## config.mk

```make
export PLATFORM = sky130hd
export DESIGN_NAME = poly_step_sequencer_flat
export DESIGN_NICKNAME = d
export VERILOG_FILES = /design/src/rtl/poly_step_sequencer_pkg.sv /design/src/rtl/poly_step_sequencer_if.sv /design/src/rtl/poly_step_sequencer_tone_gen.sv /design/src/rtl/poly_step_sequencer.sv /design/src/flat_wrapper.sv
export SDC_FILE = /design/constraint.sdc
export NUM_CORES = 1
export LEC_CHECK = 0
export ABC_AREA = 1
export BUFFER_PORTS_ARGS = -buffer_cell sky130_fd_sc_hd__buf_2
export CAP_MARGIN = 20
export CORE_MARGIN = 2
export CORE_UTILIZATION = 60
export CTS_CLUSTER_SIZE = 24
export DETAILED_ROUTE_END_ITERATION = 12
export PLACE_DENSITY = 0.8
export RECOVER_POWER = 25
export SYNTH_ARGS = -nofsm -noshare
export SYNTH_HDL_FRONTEND = slang
export SYNTH_SLANG_ARGS = --single-unit
export TNS_END_PERCENT = 100
```

## constraint.sdc

```tcl
create_clock -name clk -period 8.6 [get_ports clk]
set_clock_uncertainty 0.15 [all_clocks]
set_input_delay 1.72 -clock clk [delete_from_list [all_inputs] [get_ports clk]]
set_output_delay 1.72 -clock clk [all_outputs]
set_load 0.05 [all_outputs]
```

## src/rtl/poly_step_sequencer_pkg.sv

```systemverilog
// seq_pkg: shared constants, button bundle type and width helper for the step sequencer
package seq_pkg;
  localparam int ROWS = 8;
  localparam logic [7:0][15:0] DEF_DIV = {16'd15341, 16'd17219, 16'd19341, 16'd20486,
                                          16'd22998, 16'd25813, 16'd27328, 16'd30682};
  localparam logic [23:0] DEF_STEP_PERIOD = 24'd6_750_000;
  typedef struct packed {
    logic clr;
    logic set;
    logic right;
    logic left;
    logic down;
    logic up;
  } btn_t;
  function automatic int idx_w(input int n);
    return n > 1 ? $clog2(n) : 1;
  endfunction
endpackage

```

## src/rtl/poly_step_sequencer_if.sv

```systemverilog
// poly_step_sequencer_if: controls in, matrix/audio/cursor status out
interface poly_step_sequencer_if #(
  parameter int NSTEPS  = 16,
  parameter int NVOICES = 8,
  parameter int DIV_W   = 16,
  parameter int TEMPO_W = 24
);
  import seq_pkg::*;
  localparam int SW = idx_w(NSTEPS);
  localparam int XW = idx_w(NVOICES);
  logic                     play;
  logic                     btn_up_n, btn_down_n, btn_left_n, btn_right_n, btn_set_n, btn_clr_n;
  logic [TEMPO_W-1:0]       step_period;
  logic [NVOICES*DIV_W-1:0] tone_div;
  logic [NVOICES-1:0]       col;
  logic [ROWS-1:0]          row;
  logic                     audio;
  logic [SW-1:0]            step_idx, cur_y;
  logic [XW-1:0]            cur_x;
  modport master (output play, btn_up_n, btn_down_n, btn_left_n, btn_right_n, btn_set_n, btn_clr_n,
                         step_period, tone_div,
                  input  col, row, audio, step_idx, cur_x, cur_y);
  modport slave  (input  play, btn_up_n, btn_down_n, btn_left_n, btn_right_n, btn_set_n, btn_clr_n,
                         step_period, tone_div,
                  output col, row, audio, step_idx, cur_x, cur_y);
endinterface

```

## src/rtl/poly_step_sequencer_tone_gen.sv

```systemverilog
// seq_tone_gen: square wave toggling every div clocks; div = 0 silences the voice
module seq_tone_gen #(
  parameter int DIV_W = 16
) (
  input  logic             clk,
  input  logic             rst,
  input  logic [DIV_W-1:0] div,
  output logic             sq
);
  logic [DIV_W-1:0] cnt;
  always_ff @(posedge clk or negedge rst) begin
    if (!rst) begin
      cnt <= '0;
      sq  <= 1'b0;
    end else if (div == '0) begin
      cnt <= '0;
      sq  <= 1'b0;
    end else if (cnt >= div - DIV_W'(1)) begin
      cnt <= '0;
      sq  <= ~sq;
    end else begin
      cnt <= cnt + DIV_W'(1);
    end
  end
endmodule

```

## src/rtl/poly_step_sequencer.sv

```systemverilog
// poly_step_sequencer: cursor-edited note grid, tempo playback, sigma-delta voice mixer
// and a paged 8-row LED matrix scan.
module poly_step_sequencer
  import seq_pkg::*;
#(
  parameter int NSTEPS    = 16,
  parameter int NVOICES   = 8,
  parameter int DIV_W     = 16,
  parameter int TEMPO_W   = 24,
  parameter int SCAN_BITS = 13
) (
  input logic clk,
  input logic rst,
  poly_step_sequencer_if.slave bus
);
  localparam int SW = idx_w(NSTEPS);
  localparam int XW = idx_w(NVOICES);
  localparam int AW = $clog2(2 * NVOICES);
  btn_t                            b_q, b_qq, press;
  logic                            play_q, play_qq, edit;
  logic [NSTEPS-1:0][NVOICES-1:0] grid;
  logic [SW-1:0]                   cur_y, step, y_up, y_dn, sel, base, disp;
  logic [XW-1:0]                   cur_x, x_l, x_r;
  logic [TEMPO_W-1:0]              tcnt, period;
  logic [NVOICES-1:0]              sq, hot, cur_mask, play_mask, col;
  logic [AW-1:0]                   acc, sum;
  logic                            audio, blink;
  logic [SCAN_BITS+8:0]            scan;
  logic [2:0]                      r;
  logic [ROWS-1:0]                 row;
  assign press = b_qq & ~b_q;
  assign edit  = ~play_q;
  always_comb begin
    y_up      = cur_y == '0 ? SW'(NSTEPS - 1) : cur_y - SW'(1);
    y_dn      = cur_y == SW'(NSTEPS - 1) ? '0 : cur_y + SW'(1);
    x_l       = cur_x == '0 ? XW'(NVOICES - 1) : cur_x - XW'(1);
    x_r       = cur_x == XW'(NVOICES - 1) ? '0 : cur_x + XW'(1);
    period    = bus.step_period == '0 ? TEMPO_W'(1) : bus.step_period;
    hot       = grid[step] & sq;
    sum       = acc + AW'($countones(hot));
    r         = scan[SCAN_BITS+2:SCAN_BITS];
    blink     = scan[SCAN_BITS+8];
    sel       = play_q ? step : cur_y;
    base      = sel & ~SW'(7);
    disp      = base + SW'(r);
    cur_mask  = (edit && blink && r == cur_y[2:0]) ? NVOICES'(1) << cur_x : '0;
    play_mask = (play_q && disp == step) ? '1 : '0;
  end
  always_ff @(posedge clk or negedge rst) begin
    if (!rst) begin
      b_q     <= '1;
      b_qq    <= '1;
      play_q  <= 1'b0;
      play_qq <= 1'b0;
    end else begin
      b_q     <= {bus.btn_clr_n, bus.btn_set_n, bus.btn_right_n, bus.btn_left_n, bus.btn_down_n, bus.btn_up_n};
      b_qq    <= b_q;
      play_q  <= bus.play;
      play_qq <= play_q;
    end
  end
  // Writes address the cursor as it stood before any simultaneous move.
  always_ff @(posedge clk or negedge rst) begin
    if (!rst) begin
      grid  <= '0;
      cur_x <= '0;
      cur_y <= '0;
    end else if (edit) begin
      if (press.set ^ press.clr) grid[cur_y][cur_x] <= press.set;
      cur_y <= (press.up & ~press.down) ? y_up : (press.down & ~press.up) ? y_dn : cur_y;
      cur_x <= (press.left & ~press.right) ? x_l : (press.right & ~press.left) ? x_r : cur_x;
    end
  end
  always_ff @(posedge clk or negedge rst) begin
    if (!rst) begin
      tcnt <= '0;
      step <= '0;
    end else if (play_q & ~play_qq) begin
      tcnt <= '0;
      step <= '0;
    end else if (play_q) begin
      tcnt <= tcnt >= period - TEMPO_W'(1) ? '0 : tcnt + TEMPO_W'(1);
      if (tcnt >= period - TEMPO_W'(1)) step <= step == SW'(NSTEPS - 1) ? '0 : step + SW'(1);
    end
  end
  for (genvar g = 0; g < NVOICES; g++) begin : g_tone
    seq_tone_gen #(.DIV_W(DIV_W)) u_tone (
      .clk(clk),
      .rst(rst),
      .div(bus.tone_div[g*DIV_W +: DIV_W]),
      .sq (sq[g])
    );
  end
  always_ff @(posedge clk or negedge rst) begin
    if (!rst) begin
      acc   <= '0;
      audio <= 1'b0;
    end else begin
      audio <= play_q && sum >= AW'(NVOICES);
      acc   <= !play_q ? '0 : sum >= AW'(NVOICES) ? sum - AW'(NVOICES) : sum;
    end
  end
  // Row and column latch on the same edge so a row change never shows stale columns.
  always_ff @(posedge clk or negedge rst) begin
    if (!rst) begin
      scan <= '0;
      col  <= '0;
      row  <= 8'hFE;
    end else begin
      scan <= scan + 1'b1;
      col  <= grid[disp] ^ cur_mask ^ play_mask;
      row  <= ~(8'd1 << r);
    end
  end
  assign bus.col      = col;
  assign bus.row      = row;
  assign bus.audio    = audio;
  assign bus.step_idx = step;
  assign bus.cur_x    = cur_x;
  assign bus.cur_y    = cur_y;
endmodule
```

## src/flat_wrapper.sv

```systemverilog
// flat-port wrapper written by rule: the top's interface ports become plain ports
module poly_step_sequencer_flat import seq_pkg::*;
#(
  parameter int NSTEPS    = 16,
  parameter int NVOICES   = 8,
  parameter int DIV_W     = 16,
  parameter int TEMPO_W   = 24,
  parameter int SCAN_BITS = 13
)
  (clk, rst, bus_play, bus_btn_up_n, bus_btn_down_n, bus_btn_left_n, bus_btn_right_n, bus_btn_set_n, bus_btn_clr_n, bus_step_period, bus_tone_div, bus_col, bus_row, bus_audio, bus_step_idx, bus_cur_x, bus_cur_y);
  poly_step_sequencer_if #(.NSTEPS(NSTEPS), .NVOICES(NVOICES), .DIV_W(DIV_W), .TEMPO_W(TEMPO_W)) bus_i ();
  input logic clk;
  input logic rst;
  input wire logic [$bits(bus_i.play)-1:0] bus_play;
  input wire logic [$bits(bus_i.btn_up_n)-1:0] bus_btn_up_n;
  input wire logic [$bits(bus_i.btn_down_n)-1:0] bus_btn_down_n;
  input wire logic [$bits(bus_i.btn_left_n)-1:0] bus_btn_left_n;
  input wire logic [$bits(bus_i.btn_right_n)-1:0] bus_btn_right_n;
  input wire logic [$bits(bus_i.btn_set_n)-1:0] bus_btn_set_n;
  input wire logic [$bits(bus_i.btn_clr_n)-1:0] bus_btn_clr_n;
  input wire logic [$bits(bus_i.step_period)-1:0] bus_step_period;
  input wire logic [$bits(bus_i.tone_div)-1:0] bus_tone_div;
  output wire logic [$bits(bus_i.col)-1:0] bus_col;
  output wire logic [$bits(bus_i.row)-1:0] bus_row;
  output wire logic [$bits(bus_i.audio)-1:0] bus_audio;
  output wire logic [$bits(bus_i.step_idx)-1:0] bus_step_idx;
  output wire logic [$bits(bus_i.cur_x)-1:0] bus_cur_x;
  output wire logic [$bits(bus_i.cur_y)-1:0] bus_cur_y;
  assign bus_i.play = bus_play;
  assign bus_i.btn_up_n = bus_btn_up_n;
  assign bus_i.btn_down_n = bus_btn_down_n;
  assign bus_i.btn_left_n = bus_btn_left_n;
  assign bus_i.btn_right_n = bus_btn_right_n;
  assign bus_i.btn_set_n = bus_btn_set_n;
  assign bus_i.btn_clr_n = bus_btn_clr_n;
  assign bus_i.step_period = bus_step_period;
  assign bus_i.tone_div = bus_tone_div;
  assign bus_col = bus_i.col;
  assign bus_row = bus_i.row;
  assign bus_audio = bus_i.audio;
  assign bus_step_idx = bus_i.step_idx;
  assign bus_cur_x = bus_i.cur_x;
  assign bus_cur_y = bus_i.cur_y;
  poly_step_sequencer #(.NSTEPS(NSTEPS), .NVOICES(NVOICES), .DIV_W(DIV_W), .TEMPO_W(TEMPO_W), .SCAN_BITS(SCAN_BITS)) u_core (.clk(clk), .rst(rst), .bus(bus_i));
endmodule
```

# Word-level counts from Yosys, hierarchy flattened
# Cells that the tools add are included.
[totals]
reg_bits = 356
input_bits = 161
word_cells = 233
[op_classes]
add_sub_neg = 34
magnitude_cmp = 16
eq_ne = 5
n_shift = 2
n_mux = 62
bitwise_logic = 26
reduce_logical = 33
[op_table]
columns = ["operator", "count"]
rows = [
  ["2-to-1 mux 16 bit", 16],
  ["adder 16 x 1 -> 16 bit, second input constant", 8],
  ["bitwise mux 128 bit", 1],
  ["greater-or-equal comparator 16 bit", 8],
  ["zero test 16 bit", 8],
  ["subtractor 16 x 1 -> 16 bit, second input constant", 8],
  ["2-to-1 mux 24 bit", 4],
  ["binary-select mux 8 bit (select 4 bit)", 2],
  ["2-to-1 mux 4 bit", 11],
  ["2-to-1 mux 8 bit", 5],
  ["demux 8 bit (select 4 bit)", 1],
  ["adder 24 x 1 -> 24 bit, second input constant", 1],
  ["greater-or-equal comparator 24 bit", 1],
  ["zero test 24 bit", 1],
  ["nonzero test 2 bit", 12],
  ["subtractor 24 x 1 -> 24 bit, second input constant", 1],
  ["adder 22 x 1 -> 22 bit, second input constant", 1],
  ["2-to-1 mux 1 bit", 17],
  ["adder 4 bit", 4],
  ["<< shifter 1 x 3 -> 8 bit, first input constant", 2],
  ["bitwise XOR 8 bit", 2],
  ["< comparator 4 x 5 -> 1 bit, second input constant", 3],
  ["inverter 1 bit", 14],
  ["2-to-1 mux 3 bit", 4],
  ["26 further kinds", 43],
]

# Logic depth before layout (Yosys ltp)
# Gate-level depths: netlist (run 1).
[depth]
word_depth = 10
mapped_depth = 24

# By module
# From an unflattened synthesis (run 1), not the netlist that was laid out.
[hier_totals]
hier_cells = 3615
hier_area_um2 = 26545.5
[by_module_without_submodules]
columns = ["module", "instances", "cells_each", "area_per_inst_um2"]
rows = [
  ["poly_step_sequencer", 1, 1787, 13396.6],
  ["seq_tone_gen at u_core.g_tone[0].u_tone ...", 7, 229, 1647.8],
  ["seq_tone_gen at u_core.g_tone[7].u_tone", 1, 225, 1614.0],
]

# Worst setup path after synthesis (run 1)
# OpenSTA, ideal clock, no wires.
[synth_timing]
path_kind = "input-to-reg"
from = "input port bus_step_period[17]"
to = "register u_core.tcnt[12]"
arrival_ns = 4.336
required_time_ns = 8.330
path_slack_ns = 3.994
path_stages = 23
path_cell_list = "or2_2 nor2_1 nand4_1 nand2_1 inv_1 ha_1 nand2_1 nor3_1 nand4_1 nor2_1 xor2_1 inv_1 ha_1 nand2_1 nor3_1 nand3_1 nor2_1 nand2_1 nand3_2 nand2_4 inv_2 buf_6 nor2_1"
[synth_via]
elab_chain_len = 7
[synth_rtl]
columns = ["element", "line_no", "rtl"]
rows = [
  ["start: declaration", "flat_wrapper.sv:21", "input wire logic [$bits(bus_i.step_period)-1:0] bus_step_period;"],
  ["zero test 24 bit", "poly_step_sequencer.sv:38", "period = bus.step_period == '0 ? TEMPO_W'(1) : bus.step_period;"],
  ["2-to-1 mux 24 bit *", "poly_step_sequencer.sv:38", ""],
  ["subtractor 24 x 1 -> 24 bit *", "poly_step_sequencer.sv:82", "tcnt <= tcnt >= period - TEMPO_W'(1) ? '0 : tcnt + TEMPO_W'(1);"],
  ["greater-or-equal comparator 24 bit *", "poly_step_sequencer.sv:82", ""],
  ["2-to-1 mux 24 bit *", "poly_step_sequencer.sv:82", ""],
  ["2-to-1 mux 24 bit *", "poly_step_sequencer.sv:81", "end else if (play_q) begin"],
  ["2-to-1 mux 24 bit *", "poly_step_sequencer.sv:78", "end else if (play_q & ~play_qq) begin"],
  ["end signal: assignment", "poly_step_sequencer.sv:82", ""],
  ["end: declaration", "poly_step_sequencer.sv:24", "logic [TEMPO_W-1:0] tcnt, period;"],
]
# Mark *: on every way between the ends. The rest lies on a longest branch, timed or not. The select of a mux whose other input is x is not followed.
# A chain may end at the register's enable or synchronous reset.

# Worst setup path in the final report (run 1)
[layout_timing]
from = "input port bus_step_period[11]"
to = "register u_core.tcnt[21]"
# Same word-level chain as after synthesis.

==> results.tsv, run 1 <==
metric	value	unit
outcome	finished, violations left	
violations	max-capacitance violations, max-slew violations	
setup_viol	0	
cap_violations	3	
die_x	208	microns
vias	23349	
drive_gt1_share	9.51	%
syn_nets	3656	
dp.cells	3926	
endpoint_kind	flip-flop	
pwr_density_cell	234	mW/mm^2
overflow	0	
p_comb_share	36.5	%
cts_num_sinks	356	
fin_cells	4002	
startpoint_type	primary input	
antenna_found_initial	0	
hpwl	46.1	mm
path_clk_slew	0.06	ns
viasPerCell	5.83	
r2r_slack	3.81	ns
initial_utilization	60.9	%
crit_fanout	17	
timing_worst_setup_path_type	in2reg	
design_area	0.0277	sq mm
max_freq	207	MHz
yosys_warnings	0	
syn_area_per_cell	7.58	sq um
htreeDepth	2	
drt_iter0_drc	2094	
grt_pass1_vias	22671	
fin_nets	3800	
grt_setup_unrepaired	no	
power.switching	2.59	mW
wl	65.6	mm
ys_ff_latch	356	
wl_per_cell	16.4	microns
first_pass_iters	9	
rows	74	
async_flop_share	100	%
p_clk_share	26.7	%
ios	189	
cts_tree	yes	
slew_headroom	-99.0	%
leakagePower	12.9	nW
p_int	3.87	mW
synth_ff_type	dfrtp_1	
hold_viol_final	0	
seq_area_frac_synth	35.7	%
remaining_drc_errors	0	
grt_max_degree	173	
swShare	40.1	%
postCtsHoldBufs	0	
synth.distinct_cells	48	
drtAntennaViolNets	0	
syn_to_final_growth	10.7	%
hold_path_class	reg2reg	
die-area	0.0433	sq mm
fin_crit_sh	56.1	%
grt.total_usage	30.3	%
worst_pin_slew	2.97	ns
synth_area	0.0250	sq mm
ir_drop	0.167	mV
max_stage_delay	0.33	ns
p_seq_share	36.8	%
post_cts_buffers	0	
clk_path_buf_depth	3	
numCtsBuffers	39	
finalCriticalPeriod	4.83	ns
synth-edff-count	0	
finalWeightedCongestion	0.918	
ctsResizeCount	0	
clk_latency	0.58	ns
grt_first_pass_wirelength	109	mm
worstPathCellList	buf_2 > nor2_1 > nand2_1 > nor2_1 > nand4_1 > nand2_1 > inv_1 > ha_1 > nand2_1 > nor3_1 > nand4_1 > nor2_1 > xor2_1 > inv_1 > ha_1 > nand2_1 > nor3_1 > nand3_1 > nor2_1 > nand2_1 > nand3_2 > nand2_4 > inv_2 > nor2_1	
arrival	5.11	ns
io_buffers	188	
placed_area	0.0264	sq mm
slowest_stage	inv_2	
core	0.0410	sq mm
setup_tns	0	ns
utilization	67.5	%
critPathRequiredTime	8.88	ns
dieHeight	208	microns
cts-root-buf	clkbuf_16	
syn_inst	3296	
maxSlewViolCount	92	
diodes	0	
==> registers in the layout (all words and copies together), names as in the netlist <==
register,cells
u_core.acc,4
u_core.b_q,6
u_core.b_qq,6
u_core.bus.audio,1
u_core.bus.col,8
u_core.bus.cur_x,3
u_core.bus.cur_y,4
u_core.bus.row,8
u_core.bus.step_idx,4
u_core.g_tone.u_tone.cnt,128
u_core.g_tone.u_tone.sq,8
u_core.grid,128
u_core.play_q,1
u_core.play_qq,1
u_core.scan,22
u_core.tcnt,24
==> routing by layer <==
metal	wire (microns)	vias to the layer above	GRT usage, %
met3	5310	232	5.13
met5	0	-	0
met2	30800	995	50.8
li1	-	11283	-
met4	2740	0	12.4
met1	26800	10839	38.9
==> Yosys cell counts, types with 3 or more instances <==
library cell	n	area [sq um]
o221ai_1	3	26.3
nor3_2	3	30.0
o22ai_1	3	18.8
nor2_2	9	56.3
or2_2	17	106
o211ai_1	19	143
o21ai_0	108	541
nand4_1	92	576
a31oi_1	67	419
o21a_1	14	105
nand3b_1	18	135
inv_2	3	11.3
nand3_1	183	916
o2111ai_1	6	52.6
buf_4	6	45.0
a21oi_1	359	1800
o21bai_1	6	45.0
nor4_2	3	37.5
clkinv_1	5	18.8
clkbuf_1	62	233
a22oi_1	5	37.5
dfstp_2	19	499
nand2_1	551	2070
nor4_1	34	213
nor3_1	74	370
buf_2	28	140
nor2_1	432	1620
xor2_1	171	1500
ha_1	193	2410
xnor2_1	89	780
dfrtp_1	337	8430
fa_1	6	120
inv_1	337	1260
buf_1	14	52.6
==> stage by stage <==
step	total power [mW]	setup slack, ns	hold WS [ns]
global route	6.88	3.43	0.219
floorplan	3.99	3.99	0.204
CTS	6.43	3.88	0.200
finish	6.46	3.77	0.206
global placement	4.56	3.47	0.206
detailed placement	4.69	3.29	0.210
==> cell families after synthesis <==
group           synth area share [%]
fa+ha+maj                       10.1
compound gates                  13.1
buf+inv                         7.17
flops                           35.7
other cells                   0.0150
xor+xnor                        9.11
simple gates                    24.8
==> power groups by stage <==
stage / combinational [mW] / clock [mW] / sequential, mW
floorplan: 1.56 / 0 / 2.43
global placement: 2.18 / 0 / 2.38
detailed placement: 2.30 / 0 / 2.39
CTS: 2.32 / 1.74 / 2.37
global route: 2.64 / 1.82 / 2.42
finish: 2.36 / 1.72 / 2.38
==> layout make-up <==
class	count	area, sq um
sequential	356	8930
inverter	345	1290
fill	3446	13300
clock inverter	16	201
clock buffer	55	1100
multi-input combinational	2482	14300
timing repair buffer	216	1210
tap	532	666
==> placed cells by master (no fill, tap or decap), types with 6 or more instances in the layout <==
cell       instances
o21bai_1           6
clkbuf_16         40
fa_1               6
o211ai_1          19
a31oi_1           67
nand3_1          183
inv_1            337
nand2_1          552
o2111ai_1          6
nor4_1            34
clkbuf_1          15
nor2_1           432
xnor2_1           89
xor2_1           171
or2_2             17
a21oi_1          359
dfrtp_1          336
nand3b_1          18
o21a_1            14
buf_2            185
nor3_1            74
dfstp_2           14
ha_1             193
clkinv_2           8
o21ai_0          108
buf_4             20
nor2_2             9
nand4_1           92
==> worst max-delay path: cells and delay by family <==
kind | cells | cell delay, ns
adders and majority gates | 2 | 0.44
xor gates and xnor gates | 1 | 0.16
and+or+nand+nor | 17 | 2.19
buffers and inverters | 4 | 0.59
==> worst paths after layout <==
kind                                                     from                                        to  cells after the start
max                                       bus_step_period[11]               u_core.tcnt[21]$_DFFE_PN0P_                     24
min                                   u_core.b_q[1]$_DFF_PN1_                  u_core.b_qq[1]$_DFF_PN1_                      0
max reg2reg                u_core.bus.step_idx[0]$_DFFE_PN0P_                u_core.bus.audio$_DFF_PN0_                     17
min reg2reg                           u_core.b_q[1]$_DFF_PN1_                  u_core.b_qq[1]$_DFF_PN1_                      0
max in group asynchronous                                 rst  u_core.g_tone[5].u_tone.cnt[4]$_DFF_PN0_                      2
min in group asynchronous                                 rst               u_core.bus.row[0]$_DFF_PN0_                      1
Power figures use the tool's default switching activity.
==> inputs of run 2 (changes only) <==
CORE_UTILIZATION = 56   (was 60)
PLACE_DENSITY = 0.78   (was 0.8)
clock period = 4.3 ns   (was 8.6 ns; I/O delays follow)
==> run 2 against run 1 <==
Non-clock buffer count increased by 31. The run still ends with max-capacitance violations, max-slew violations left. Largest cell class unchanged. Clock power grew 120%. Via count is 2.1% lower.
==> results.tsv, run 2 (same netlist as run 1, synthesis figures left out) <==
metric	value	unit	change
syn_to_final_growth	12.6	%	
timing_worst_setup_path_type	reg2reg		
crit_family	adder cells		
hold_viol_final	0		unchanged
htreeDepth	2		unchanged
cts_tree	yes		
fin_cells	4095		+2.3%
cp_common_cell	fa_1		
leakagePower	13.1	nW	+1.9%
numCtsBuffers	40		+2.6%
overflow	0		unchanged
final_common_cell	nand2_1		
core	0.0441	sq mm	+7.6%
ios	189		unchanged
maxSlewViolCount	114		+24%
critPathRequiredTime	4.61	ns	-4.27 ns
setup_viol	0		unchanged
grt.total_usage	27.5	%	-2.8 points
slew_headroom	-110	%	-11 points
violations	max-capacitance violations, max-slew violations		
first_pass_iters	5		-4
cts-root-buf	clkbuf_16		
postCtsHoldBufs	0		unchanged
max_freq	246	MHz	
grt_setup_unrepaired	no		
critPathBufInv	5		+1
finalCriticalPeriod	4.07	ns	
finalWeightedCongestion	0.887		-3.4%
max_stage_delay	0.52	ns	+0.19 ns
crit_fanout	35		+18
fin_crit_sh	94.6	%	
drive_gt1_share	10.8	%	+1.3 points
path_clk_slew	0.06	ns	about the same
worst_pin_slew	3.14	ns	+0.171 ns
dp_worst_setup_slack	-0.0752	ns	-3.36 ns
arrival	4.37	ns	-0.74 ns
top_regs	u_core.g_tone.u_tone.cnt: 128 flops, u_core.grid: 128 flops, u_core.tcnt: 24 flops		
hpwl	45.1	mm	-2.0%
vias	22866		-2.1%
grt_pass1_vias	21897		-3.4%
endpoint_kind	flip-flop		
viasPerCell	5.58		-4.3%
outcome	finished, violations left		
fin_nets	3832		+0.84%
pwr_density_cell	467	mW/mm^2	+100%
rows	77		+4.1%
grt_first_pass_wirelength	106	mm	-2.8%
dieHeight	215	microns	+3.4%
ir_drop	0.312	mV	+88%
wl_per_cell	15.5	microns	-5.6%
power	13.1	mW	+100%
clk_path_buf_depth	3		unchanged
grt_max_degree	117		-32%
initial_utilization	56.7	%	-4.3 points
post_cts_buffers	0		unchanged
final_cell_mix	nand2_1 (551), nor2_1 (429), a21oi_1 (359), inv_1 (337), dfrtp_1 (336)		
drtAntennaViolNets	0		unchanged
slowest_stage	fa_1		
dp.cells	4016		+2.3%
clk_latency	0.58	ns	about the same
die-area	0.0463	sq mm	+7.0%
ctsResizeCount	0		unchanged
hold_path_class	reg2reg		
drt_iter0_drc	1837		-12%
cap_violations	1		-2
remaining_drc_errors	0		unchanged
die_x	215	microns	+3.4%
worstPathCellList	clkinv_1 > buf_12 > a21oi_1 > o21ai_0 > nand3_1 > nand3_1 > a21oi_1 > ha_1 > fa_1 > inv_1 > fa_1 > fa_1 > inv_1 > fa_1 > nand2_1 > inv_1		
setup_tns	0	ns	unchanged
cts_num_sinks	356		unchanged
antenna_found_initial	1		+1
io_buffers	188		unchanged
wl	63.4	mm	-3.4%
startpoint_type	flip-flop		
diodes	0		unchanged
setup_slack	0.233	ns	-3.54 ns
-- run 2: worst register-to-register path, cell delays in order (launching register included) --
cell	delay (ns)
dfrtp_1	0.39
clkinv_1	0.12
buf_12	0.19
a21oi_1	0.17
o21ai_0	0.13
nand3_1	0.08
nand3_1	0.10
a21oi_1	0.29
ha_1	0.31
fa_1	0.52
inv_1	0.06
fa_1	0.46
fa_1	0.39
inv_1	0.09
fa_1	0.42
nand2_1	0.07
inv_1	0.03
-- run 2: per-stage QoR --
| stage | utilization [%] | hold slack (ns) | area (sq um) |
|---|---|---|---|
| 2_1_floorplan | - | 0.204 | 25000 |
| 4_1_cts | 63.8 | 0.199 | 28100 |
| 6_report | 63.8 | 0.217 | 28200 |
| 5_1_grt | 63.8 | 0.215 | 28200 |
| 3_5_place_dp | 60.5 | 0.208 | 26700 |
| 3_3_place_gp | 60.4 | 0.208 | 26700 |
-- run 2: cell type report --
type / instances / area, sq um
Clock buffer: 55 / 1210
Clock inverter: 18 / 240
Fill cell: 3976 / 16000
Inverter: 345 / 1290
Multi-Input combinational cell: 2482 / 14300
Sequential cell: 356 / 8930
Tap cell: 592 / 741
Timing Repair Buffer: 247 / 1450
-- run 2: path summary, 6_finish.rpt --
check | from | slack (ns) | end | cells past startpoint
worst min register to register | u_core.b_q[3]$_DFF_PN1_ | 0.22 | u_core.b_qq[3]$_DFF_PN1_ | 0
worst max-delay path | u_core.bus.step_idx[1]$_DFFE_PN0P_ | 0.23 | u_core.acc[1]$_DFF_PN0_ | 16
min in group asynchronous | rst | 1.14 | u_core.g_tone[0].u_tone.cnt[0]$_DFF_PN0_ | 1
worst min-delay path | u_core.b_q[3]$_DFF_PN1_ | 0.22 | u_core.b_qq[3]$_DFF_PN1_ | 0
max in group asynchronous | rst | 0.62 | u_core.g_tone[4].u_tone.cnt[10]$_DFF_PN0_ | 2
worst max register to register | u_core.bus.step_idx[1]$_DFFE_PN0P_ | 0.23 | u_core.acc[1]$_DFF_PN0_ | 16
-- run 2: routing by layer --
metal | vias up | GRT usage [%] | wire [microns]
li1 | 11352 | - | -
met1 | 10530 | 36.3 | 27400
met2 | 809 | 45.1 | 29000
met3 | 173 | 4.73 | 4690
met4 | 2 | 10.8 | 2330
met5 | - | 0 | 16
-- run 2: power breakdown --
group          switching (mW)  internal [mW]  leakage [nW]  total [mW]
Clock                    1.44           2.28         0.714        3.72
Sequential              0.688           4.06          4.70        4.75
Combinational            2.99           1.69          7.73        4.67
